<file path="src/rtl/axil_req_arbiter_if.sv">
// AXI4-Lite master-port bundle between the request arbiter and the interconnect.
interface axil_req_arbiter_if #(
  parameter int ADDR_WIDTH = 32,
  parameter int DATA_WIDTH = 32
);
  localparam int STRB_WIDTH = DATA_WIDTH / 8;

  logic [ADDR_WIDTH-1:0] awaddr;
  logic [2:0]            awprot;
  logic                  awvalid;
  logic                  awready;
  logic [DATA_WIDTH-1:0] wdata;
  logic [STRB_WIDTH-1:0] wstrb;
  logic                  wvalid;
  logic                  wready;
  logic [1:0]            bresp;
  logic                  bvalid;
  logic                  bready;
  logic [ADDR_WIDTH-1:0] araddr;
  logic [2:0]            arprot;
  logic                  arvalid;
  logic                  arready;
  logic [DATA_WIDTH-1:0] rdata;
  logic [1:0]            rresp;
  logic                  rvalid;
  logic                  rready;

  modport master (
    output awaddr, awprot, awvalid, input awready,
    output wdata, wstrb, wvalid, input wready,
    input bresp, bvalid, output bready,
    output araddr, arprot, arvalid, input arready,
    input rdata, rresp, rvalid, output rready
  );

  modport slave (
    input awaddr, awprot, awvalid, output awready,
    input wdata, wstrb, wvalid, output wready,
    output bresp, bvalid, input bready,
    input araddr, arprot, arvalid, output arready,
    output rdata, rresp, rvalid, input rready
  );
endinterface

</file>
<file path="src/rtl/axil_req_arbiter.sv">
// Round-robin arbiter sharing one AXI4-Lite master among NUM_REQ requesters,
// one outstanding transaction at a time.
//
// state     | meaning
// ----------+-----------------------------------------------------------
// S_IDLE    | waiting for any req_valid; grants round-robin from rr_ptr
// S_WR      | AW and W offered together, each drops on its own handshake
// S_WR_RESP | bready high, waiting for the write response
// S_RD_ADDR | arvalid high, waiting for arready
// S_RD_DATA | rready high, waiting for read data
// S_DONE    | one-cycle req_done pulse to the winner
module axil_req_arbiter #(
  parameter int NUM_REQ    = 4,
  parameter int ADDR_WIDTH = 32,
  parameter int DATA_WIDTH = 32
) (
  input  logic                                  aclk,
  input  logic                                  aresetn,
  input  logic [NUM_REQ-1:0]                    req_valid,
  input  logic [NUM_REQ-1:0]                    req_write,
  input  logic [NUM_REQ*ADDR_WIDTH-1:0]         req_addr,
  input  logic [NUM_REQ*DATA_WIDTH-1:0]         req_wdata,
  input  logic [NUM_REQ*(DATA_WIDTH/8)-1:0]     req_wstrb,
  output logic [NUM_REQ-1:0]                    req_done,
  output logic [DATA_WIDTH-1:0]                 rsp_rdata,
  output logic [1:0]                            rsp_resp,
  output logic [$clog2(NUM_REQ)-1:0]            grant_id,
  output logic                                  busy,
  axil_req_arbiter_if.master                    m_axil
);
  localparam int STRB_WIDTH = DATA_WIDTH / 8;
  localparam int ID_W       = $clog2(NUM_REQ);

  typedef enum logic [2:0] {
    S_IDLE, S_WR, S_WR_RESP, S_RD_ADDR, S_RD_DATA, S_DONE
  } state_t;

  state_t          state, state_nxt;
  logic [ID_W-1:0] rr_ptr;
  logic [ID_W-1:0] pick_id;
  logic [ID_W-1:0] cand;
  logic            pick_found;
  logic            aw_done, w_done;
  logic            aw_hs, w_hs, b_hs, ar_hs, r_hs;
  logic            aw_ok, w_ok;

  assign aw_hs = m_axil.awvalid & m_axil.awready;
  assign w_hs  = m_axil.wvalid  & m_axil.wready;
  assign b_hs  = m_axil.bvalid  & m_axil.bready;
  assign ar_hs = m_axil.arvalid & m_axil.arready;
  assign r_hs  = m_axil.rvalid  & m_axil.rready;
  assign aw_ok = aw_done | aw_hs;
  assign w_ok  = w_done  | w_hs;

  assign busy          = (state != S_IDLE);
  assign m_axil.awprot = 3'b000;
  assign m_axil.arprot = 3'b000;

  // Round-robin pick: first set req_valid searching upward from rr_ptr.
  always_comb begin
    pick_found = 1'b0;
    pick_id    = '0;
    cand       = '0;
    for (int i = 0; i < NUM_REQ; i++) begin
      cand = ID_W'((int'(rr_ptr) + i) % NUM_REQ);
      if (!pick_found && req_valid[cand]) begin
        pick_found = 1'b1;
        pick_id    = cand;
      end
    end
  end

  // State register.
  always_ff @(posedge aclk) begin
    if (!aresetn) state <= S_IDLE;
    else          state <= state_nxt;
  end

  // Next-state logic.
  always_comb begin
    state_nxt = state;
    case (state)
      S_IDLE:    if (pick_found) state_nxt = req_write[pick_id] ? S_WR : S_RD_ADDR;
      S_WR:      if (aw_ok && w_ok) state_nxt = S_WR_RESP;
      S_WR_RESP: if (b_hs) state_nxt = S_DONE;
      S_RD_ADDR: if (ar_hs) state_nxt = S_RD_DATA;
      S_RD_DATA: if (r_hs) state_nxt = S_DONE;
      S_DONE:    state_nxt = S_IDLE;
      default:   state_nxt = S_IDLE;
    endcase
  end

  // Registered AXI outputs, grant bookkeeping and response capture.
  always_ff @(posedge aclk) begin
    if (!aresetn) begin
      rr_ptr         <= '0;
      grant_id       <= '0;
      aw_done        <= 1'b0;
      w_done         <= 1'b0;
      req_done       <= '0;
      rsp_rdata      <= '0;
      rsp_resp       <= 2'b00;
      m_axil.awaddr  <= '0;
      m_axil.awvalid <= 1'b0;
      m_axil.wdata   <= '0;
      m_axil.wstrb   <= '0;
      m_axil.wvalid  <= 1'b0;
      m_axil.bready  <= 1'b0;
      m_axil.araddr  <= '0;
      m_axil.arvalid <= 1'b0;
      m_axil.rready  <= 1'b0;
    end else begin
      req_done <= '0;
      case (state)
        S_IDLE: begin
          if (pick_found) begin
            grant_id <= pick_id;
            rr_ptr   <= (pick_id == ID_W'(NUM_REQ - 1)) ? '0 : pick_id + 1'b1;
            aw_done  <= 1'b0;
            w_done   <= 1'b0;
            if (req_write[pick_id]) begin
              m_axil.awaddr  <= req_addr[pick_id*ADDR_WIDTH +: ADDR_WIDTH];
              m_axil.wdata   <= req_wdata[pick_id*DATA_WIDTH +: DATA_WIDTH];
              m_axil.wstrb   <= req_wstrb[pick_id*STRB_WIDTH +: STRB_WIDTH];
              m_axil.awvalid <= 1'b1;
              m_axil.wvalid  <= 1'b1;
            end else begin
              m_axil.araddr  <= req_addr[pick_id*ADDR_WIDTH +: ADDR_WIDTH];
              m_axil.arvalid <= 1'b1;
            end
          end
        end
        S_WR: begin
          if (aw_hs) begin
            m_axil.awvalid <= 1'b0;
            aw_done        <= 1'b1;
          end
          if (w_hs) begin
            m_axil.wvalid <= 1'b0;
            w_done        <= 1'b1;
          end
          if (aw_ok && w_ok) m_axil.bready <= 1'b1;
        end
        S_WR_RESP: begin
          if (b_hs) begin
            m_axil.bready <= 1'b0;
            rsp_resp      <= m_axil.bresp;
            rsp_rdata     <= '0;
            req_done      <= NUM_REQ'(1) << grant_id;
          end
        end
        S_RD_ADDR: begin
          if (ar_hs) begin
            m_axil.arvalid <= 1'b0;
            m_axil.rready  <= 1'b1;
          end
        end
        S_RD_DATA: begin
          if (r_hs) begin
            m_axil.rready <= 1'b0;
            rsp_rdata     <= m_axil.rdata;
            rsp_resp      <= m_axil.rresp;
            req_done      <= NUM_REQ'(1) << grant_id;
          end
        end
        default: ;
      endcase
    end
  end
endmodule

</file>
<file path="src/flat_wrapper.sv">
// flat-port wrapper written by rule: the top's interface ports become plain ports
module axil_req_arbiter_flat 
#(
  parameter int NUM_REQ    = 4,
  parameter int ADDR_WIDTH = 32,
  parameter int DATA_WIDTH = 32
)
  (aclk, aresetn, req_valid, req_write, req_addr, req_wdata, req_wstrb, req_done, rsp_rdata, rsp_resp, grant_id, busy, m_axil_awaddr, m_axil_awprot, m_axil_awvalid, m_axil_awready, m_axil_wdata, m_axil_wstrb, m_axil_wvalid, m_axil_wready, m_axil_bresp, m_axil_bvalid, m_axil_bready, m_axil_araddr, m_axil_arprot, m_axil_arvalid, m_axil_arready, m_axil_rdata, m_axil_rresp, m_axil_rvalid, m_axil_rready);
  axil_req_arbiter_if #(.ADDR_WIDTH(ADDR_WIDTH), .DATA_WIDTH(DATA_WIDTH)) m_axil_i ();
  input  logic aclk;
  input  logic aresetn;
  input  logic [NUM_REQ-1:0] req_valid;
  input  logic [NUM_REQ-1:0] req_write;
  input  logic [NUM_REQ*ADDR_WIDTH-1:0] req_addr;
  input  logic [NUM_REQ*DATA_WIDTH-1:0] req_wdata;
  input  logic [NUM_REQ*(DATA_WIDTH/8)-1:0] req_wstrb;
  output logic [NUM_REQ-1:0] req_done;
  output logic [DATA_WIDTH-1:0] rsp_rdata;
  output logic [1:0] rsp_resp;
  output logic [$clog2(NUM_REQ)-1:0] grant_id;
  output logic busy;
  output wire logic [$bits(m_axil_i.awaddr)-1:0] m_axil_awaddr;
  output wire logic [$bits(m_axil_i.awprot)-1:0] m_axil_awprot;
  output wire logic [$bits(m_axil_i.awvalid)-1:0] m_axil_awvalid;
  input wire logic [$bits(m_axil_i.awready)-1:0] m_axil_awready;
  output wire logic [$bits(m_axil_i.wdata)-1:0] m_axil_wdata;
  output wire logic [$bits(m_axil_i.wstrb)-1:0] m_axil_wstrb;
  output wire logic [$bits(m_axil_i.wvalid)-1:0] m_axil_wvalid;
  input wire logic [$bits(m_axil_i.wready)-1:0] m_axil_wready;
  input wire logic [$bits(m_axil_i.bresp)-1:0] m_axil_bresp;
  input wire logic [$bits(m_axil_i.bvalid)-1:0] m_axil_bvalid;
  output wire logic [$bits(m_axil_i.bready)-1:0] m_axil_bready;
  output wire logic [$bits(m_axil_i.araddr)-1:0] m_axil_araddr;
  output wire logic [$bits(m_axil_i.arprot)-1:0] m_axil_arprot;
  output wire logic [$bits(m_axil_i.arvalid)-1:0] m_axil_arvalid;
  input wire logic [$bits(m_axil_i.arready)-1:0] m_axil_arready;
  input wire logic [$bits(m_axil_i.rdata)-1:0] m_axil_rdata;
  input wire logic [$bits(m_axil_i.rresp)-1:0] m_axil_rresp;
  input wire logic [$bits(m_axil_i.rvalid)-1:0] m_axil_rvalid;
  output wire logic [$bits(m_axil_i.rready)-1:0] m_axil_rready;
  assign m_axil_awaddr = m_axil_i.awaddr;
  assign m_axil_awprot = m_axil_i.awprot;
  assign m_axil_awvalid = m_axil_i.awvalid;
  assign m_axil_i.awready = m_axil_awready;
  assign m_axil_wdata = m_axil_i.wdata;
  assign m_axil_wstrb = m_axil_i.wstrb;
  assign m_axil_wvalid = m_axil_i.wvalid;
  assign m_axil_i.wready = m_axil_wready;
  assign m_axil_i.bresp = m_axil_bresp;
  assign m_axil_i.bvalid = m_axil_bvalid;
  assign m_axil_bready = m_axil_i.bready;
  assign m_axil_araddr = m_axil_i.araddr;
  assign m_axil_arprot = m_axil_i.arprot;
  assign m_axil_arvalid = m_axil_i.arvalid;
  assign m_axil_i.arready = m_axil_arready;
  assign m_axil_i.rdata = m_axil_rdata;
  assign m_axil_i.rresp = m_axil_rresp;
  assign m_axil_i.rvalid = m_axil_rvalid;
  assign m_axil_rready = m_axil_i.rready;
  axil_req_arbiter #(.NUM_REQ(NUM_REQ), .ADDR_WIDTH(ADDR_WIDTH), .DATA_WIDTH(DATA_WIDTH)) u_core (.aclk(aclk), .aresetn(aresetn), .req_valid(req_valid), .req_write(req_write), .req_addr(req_addr), .req_wdata(req_wdata), .req_wstrb(req_wstrb), .req_done(req_done), .rsp_rdata(rsp_rdata), .rsp_resp(rsp_resp), .grant_id(grant_id), .busy(busy), .m_axil(m_axil_i));
endmodule
</file>
<file path="config.mk">
export PLATFORM = sky130hd
export DESIGN_NAME = axil_req_arbiter_flat
export DESIGN_NICKNAME = d
export VERILOG_FILES = /design/src/rtl/axil_req_arbiter_if.sv /design/src/rtl/axil_req_arbiter.sv /design/src/flat_wrapper.sv
export SDC_FILE = /design/constraint.sdc
export NUM_CORES = 1
export LEC_CHECK = 0
export CAP_MARGIN = 20
export CORE_AREA = 8 8 179 181
export DETAILED_ROUTE_END_ITERATION = 7
export DIE_AREA = 0 0 187 189
export SYNTH_ARGS = -nofsm -noshare
export SYNTH_HDL_FRONTEND = slang
export SYNTH_SLANG_ARGS = --single-unit
</file>
<file path="constraint.sdc">
create_clock -name aclk -period 2.7 [get_ports aclk]
set_clock_uncertainty 0.1 [all_clocks]
set_input_delay 0.54 -clock aclk [delete_from_list [all_inputs] [get_ports aclk]]
set_output_delay 0.54 -clock aclk [all_outputs]
set_load 0.02 [all_outputs]
</file>
==> results.txt <==
Status -> finished clean
Synth Area in Adders -> 0%
Top cells by count, synth -> nand2_1 (237), dfxtp_1 (152), mux2i_1 (98), a21boi_1 (70), and3_1 (37)
Hold-fix buffers, CTS -> 0
Maximum clock path buffer count -> 2
Fmax -> 0.3949 GHz
Synth-to-Final Area Change -> 72.34%
Total wire length -> 35050 microns
Crit-path max FO -> 27
Worst-skew pair later-pin latency -> 0.43 ns
Synthesis Warnings -> 0
Post-CTS Resized -> 0
Vias per cell -> 4.605
Wire length per cell -> 18.98 microns
Average cell area after synthesis -> 8.527 sq um
Fin. Hold Viols -> 0
Synth Register Bits -> 152
CTS Sinks -> 152
Number of port buffers -> 468
Yosys top cell by area -> dfxtp_1
WHS -> 0.3498 ns
H-tree lvl count -> 4
DP HPWL -> 27430 microns
Total GRT Usage -> 19.19%
Max-slew headroom -> 45.32%
Crit-path cells -> clkdlybuf4s50_1, and2b_1, o21ai_1, o211a_2, nand3_2, a21oi_4, buf_12, mux2i_1, and2_1
Synth Area in Simple Gates -> 23.15%
Largest net degree at the start of global routing -> 76
Sequential share of power -> 24.2%
Worst VDD drop -> 0.0004829 V
Proportion of layout cells with a drive suffix above 1 -> 9.078%
CP startpoint kind -> primary input
GRT overflow -> 0
Top cells by area, synth -> dfxtp_1 (37%), mux2i_1 (12%), nand2_1 (11%), a21boi_1 (6.3%), a311o_1 (4.3%)
Post-DRT Antenna Nets -> 0
WP buf/inv -> 2
P_int -> 8.127 mW
Vias in the first global route -> 8890
Filler cells -> 2838
Die Width -> 187 microns
Comb power frac -> 57.4%
CTS clk-pin slew, worst paths -> 0.06 ns
RSZ-0062 raised after global routing -> no
Worst EP required -> 2.96 ns
Setup violators final -> 0
Initial Util -> 28.43%
Cell area after synthesis -> 0.008314 sq mm
CTS tree -> yes
CP max-delay cell -> clkdlybuf4s50_1
Placed cell count -> 1812
Compound-gate portion of the synthesized area -> 16.78%
Fin area -> 0.01433 sq mm
Main combinational cell family by area after synthesis -> simple AND/OR/NAND/NOR gates
Final net count -> 1764
DR iter-0 viols -> 255
Via count -> 8506
Slowest Stage Delay on Critical Path -> 0.43 ns
Die area -> 0.03534 sq mm
Post-synth ARST share -> 0%
CTS root buf -> clkbuf_16
Power per cell area -> 947.2 mW/mm^2
Crit end category -> flip-flop
Sw Ratio -> 40.12%
Num CTS Buffers -> 17
XOR/XNOR Fraction of Synth Area -> 0%
Finished Layout Cells -> 1847
Netlist cell types -> 49
Die outline height -> 189 microns
Period minus WS final -> 2.532 ns
Io pins -> 475
Top FF cell, synth -> dfxtp_1
Hold WC Path Type -> flip-flop to flip-flop
Core Box Area -> 0.02924 sq mm
Final Cycle Share -> 93.78%
Number of max-cap violations -> 0
Post-place instance area -> 0.01372 sq mm
Worst EP arrival -> 2.79 ns
EDFF count, synth -> 0
Pleak -> 5.649 nW
Fin. max-slew vios -> 0
Drt drc -> 0
Yosys top cell area share -> 36.60%
Top-count cell post-synth -> nand2_1
Transition time of the tightest slew-check pin -> 0.8202 ns
Final GP Congestion -> 0.7913
First-pass GRT wire length -> 53350 microns
Clock power frac -> 18.4%
TritonRoute pass-1 iters -> 4
Register area share after synthesis -> 36.60%
Initial antenna violation count -> 4
Critical path class -> primary input to flip-flop
Rows -> 63
Net Switching -> 5.446 mW
Postcts setup bufs -> 0
Mux cell area share after synthesis -> 16.27%
CP top delay family -> compound AO/OA/AOI/OAI gates
Synthesized netlist cell count -> 975
-- cell families (layout without fill, tap and decap cells) --
logic type	Yosys count	count (layout)
AOI/OAI and AO/OA	171	171
muxes	131	131
and+or+nand+nor	402	402
other	1	9
DFF	152	152
buffers and inverters	118	592
-- placed cells by master, fill, tap and decap left out, types with 2 or more instances in the layout --
master	instances
a21oi_1	3
mux2_2	31
and3_1	37
nand3_1	4
a22oi_1	34
buf_12	18
a21boi_1	70
inv_6	4
inv_1	35
bufinv_16	2
a21boi_0	4
a311o_1	36
o21ai_1	3
diode_2	3
clkinv_4	2
nor3b_1	2
nand2_1	237
clkbuf_16	17
mux2_1	2
o21bai_1	2
clkdlybuf4s50_1	467
o211a_1	2
or2_1	30
a211o_1	2
and2b_1	2
dfxtp_1	152
inv_8	5
or2_0	2
nor3_1	4
mux2i_1	98
o21ai_0	3
conb_1	6
and2_1	35
nor2_1	4
nor2b_1	36
a32oi_1	2
buf_4	40
-- per-stage QoR --
| step | setup slack (ns) | power (mW) | setup TNS (ns) | util, % |
|---|---|---|---|---|
| finish | 0.1680 | 13.57 | 0 | 49.00 |
| global route | 0.01440 | 14.52 | 0 | 49.00 |
| CTS | 0.1884 | 13.82 | 0 | 48.97 |
| detailed placement | -0.2518 | 11.25 | -20.51 | 46.90 |
| global placement | -0.2119 | 11.17 | -15.46 | 46.90 |
| floorplan | 0.4659 | 7.754 | 0 | - |
-- worst reg2reg max path, cell delays in order, from the launching register on --
cell and delay (ns):
dfxtp_1 0.34, and2b_1 0.22, o21ai_1 0.29, o211a_2 0.33, nand3_2 0.16, a21oi_4 0.22, buf_12 0.23, mux2i_1 0.26
and2_1 0.14
-- power groups by stage --
| stage | clock network, mW | registers, mW | logic (mW) |
|---|---|---|---|
| finish | 2.50 | 3.28 | 7.79 |
| floorplan | 0 | 3.97 | 3.78 |
| global placement | 0 | 3.32 | 7.85 |
| global route | 2.69 | 3.37 | 8.46 |
| detailed placement | 0 | 3.33 | 7.92 |
| CTS | 2.59 | 3.29 | 7.94 |
-- final timing paths --
check | start | to | slack [ns] | cells past startpoint
setup / recovery | req_valid[2] | u_core.m_axil.araddr[7] | 0.17 | 9
hold / removal | u_core.m_axil.awaddr[12] | u_core.m_axil.awaddr[12] | 0.35 | 2
setup reg to reg | u_core.rr_ptr[0] | u_core.m_axil.araddr[7] | 0.37 | 8
hold reg to reg | u_core.m_axil.awaddr[12] | u_core.m_axil.awaddr[12] | 0.35 | 2
-- cell type report --
cell class	instances	area (sq um)	area share, %
multi-input cells	710	4718	32.93
flip-flops and latches	152	3043	21.24
well taps	390	488.0	3.406
inverters	35	131.4	0.9169
diodes	3	7.507	0.05239
repair buffers	525	5335	37.23
clock buffers	18	429.2	2.995
clock inverters	14	176.4	1.231
-- metal layers --
layer	vias up	global-route usage [%]	wire, microns
li1	4249	-	-
met1	3905	21.59	14320
met2	310	33.06	17030
met3	40	7.009	2798
met4	2	6.750	890
met5	-	0	13
-- sequential cells by signal, summed over array words and instances (netlist names) --
register and cells:
u_core.m_axil.awvalid 1, u_core.state 3, u_core.m_axil.araddr 32, u_core.rr_ptr 2, u_core.aw_done 1, u_core.m_axil.arvalid 1
u_core.m_axil.wdata 32, u_core.m_axil.wvalid 1, u_core.rsp_resp 2, u_core.m_axil.wstrb 4, u_core.w_done 1, u_core.m_axil.awaddr 32
u_core.req_done 4, u_core.m_axil.rready 1, u_core.rsp_rdata 32, u_core.m_axil.bready 1, u_core.grant_id 2
Power figures use the tool's default switching activity.
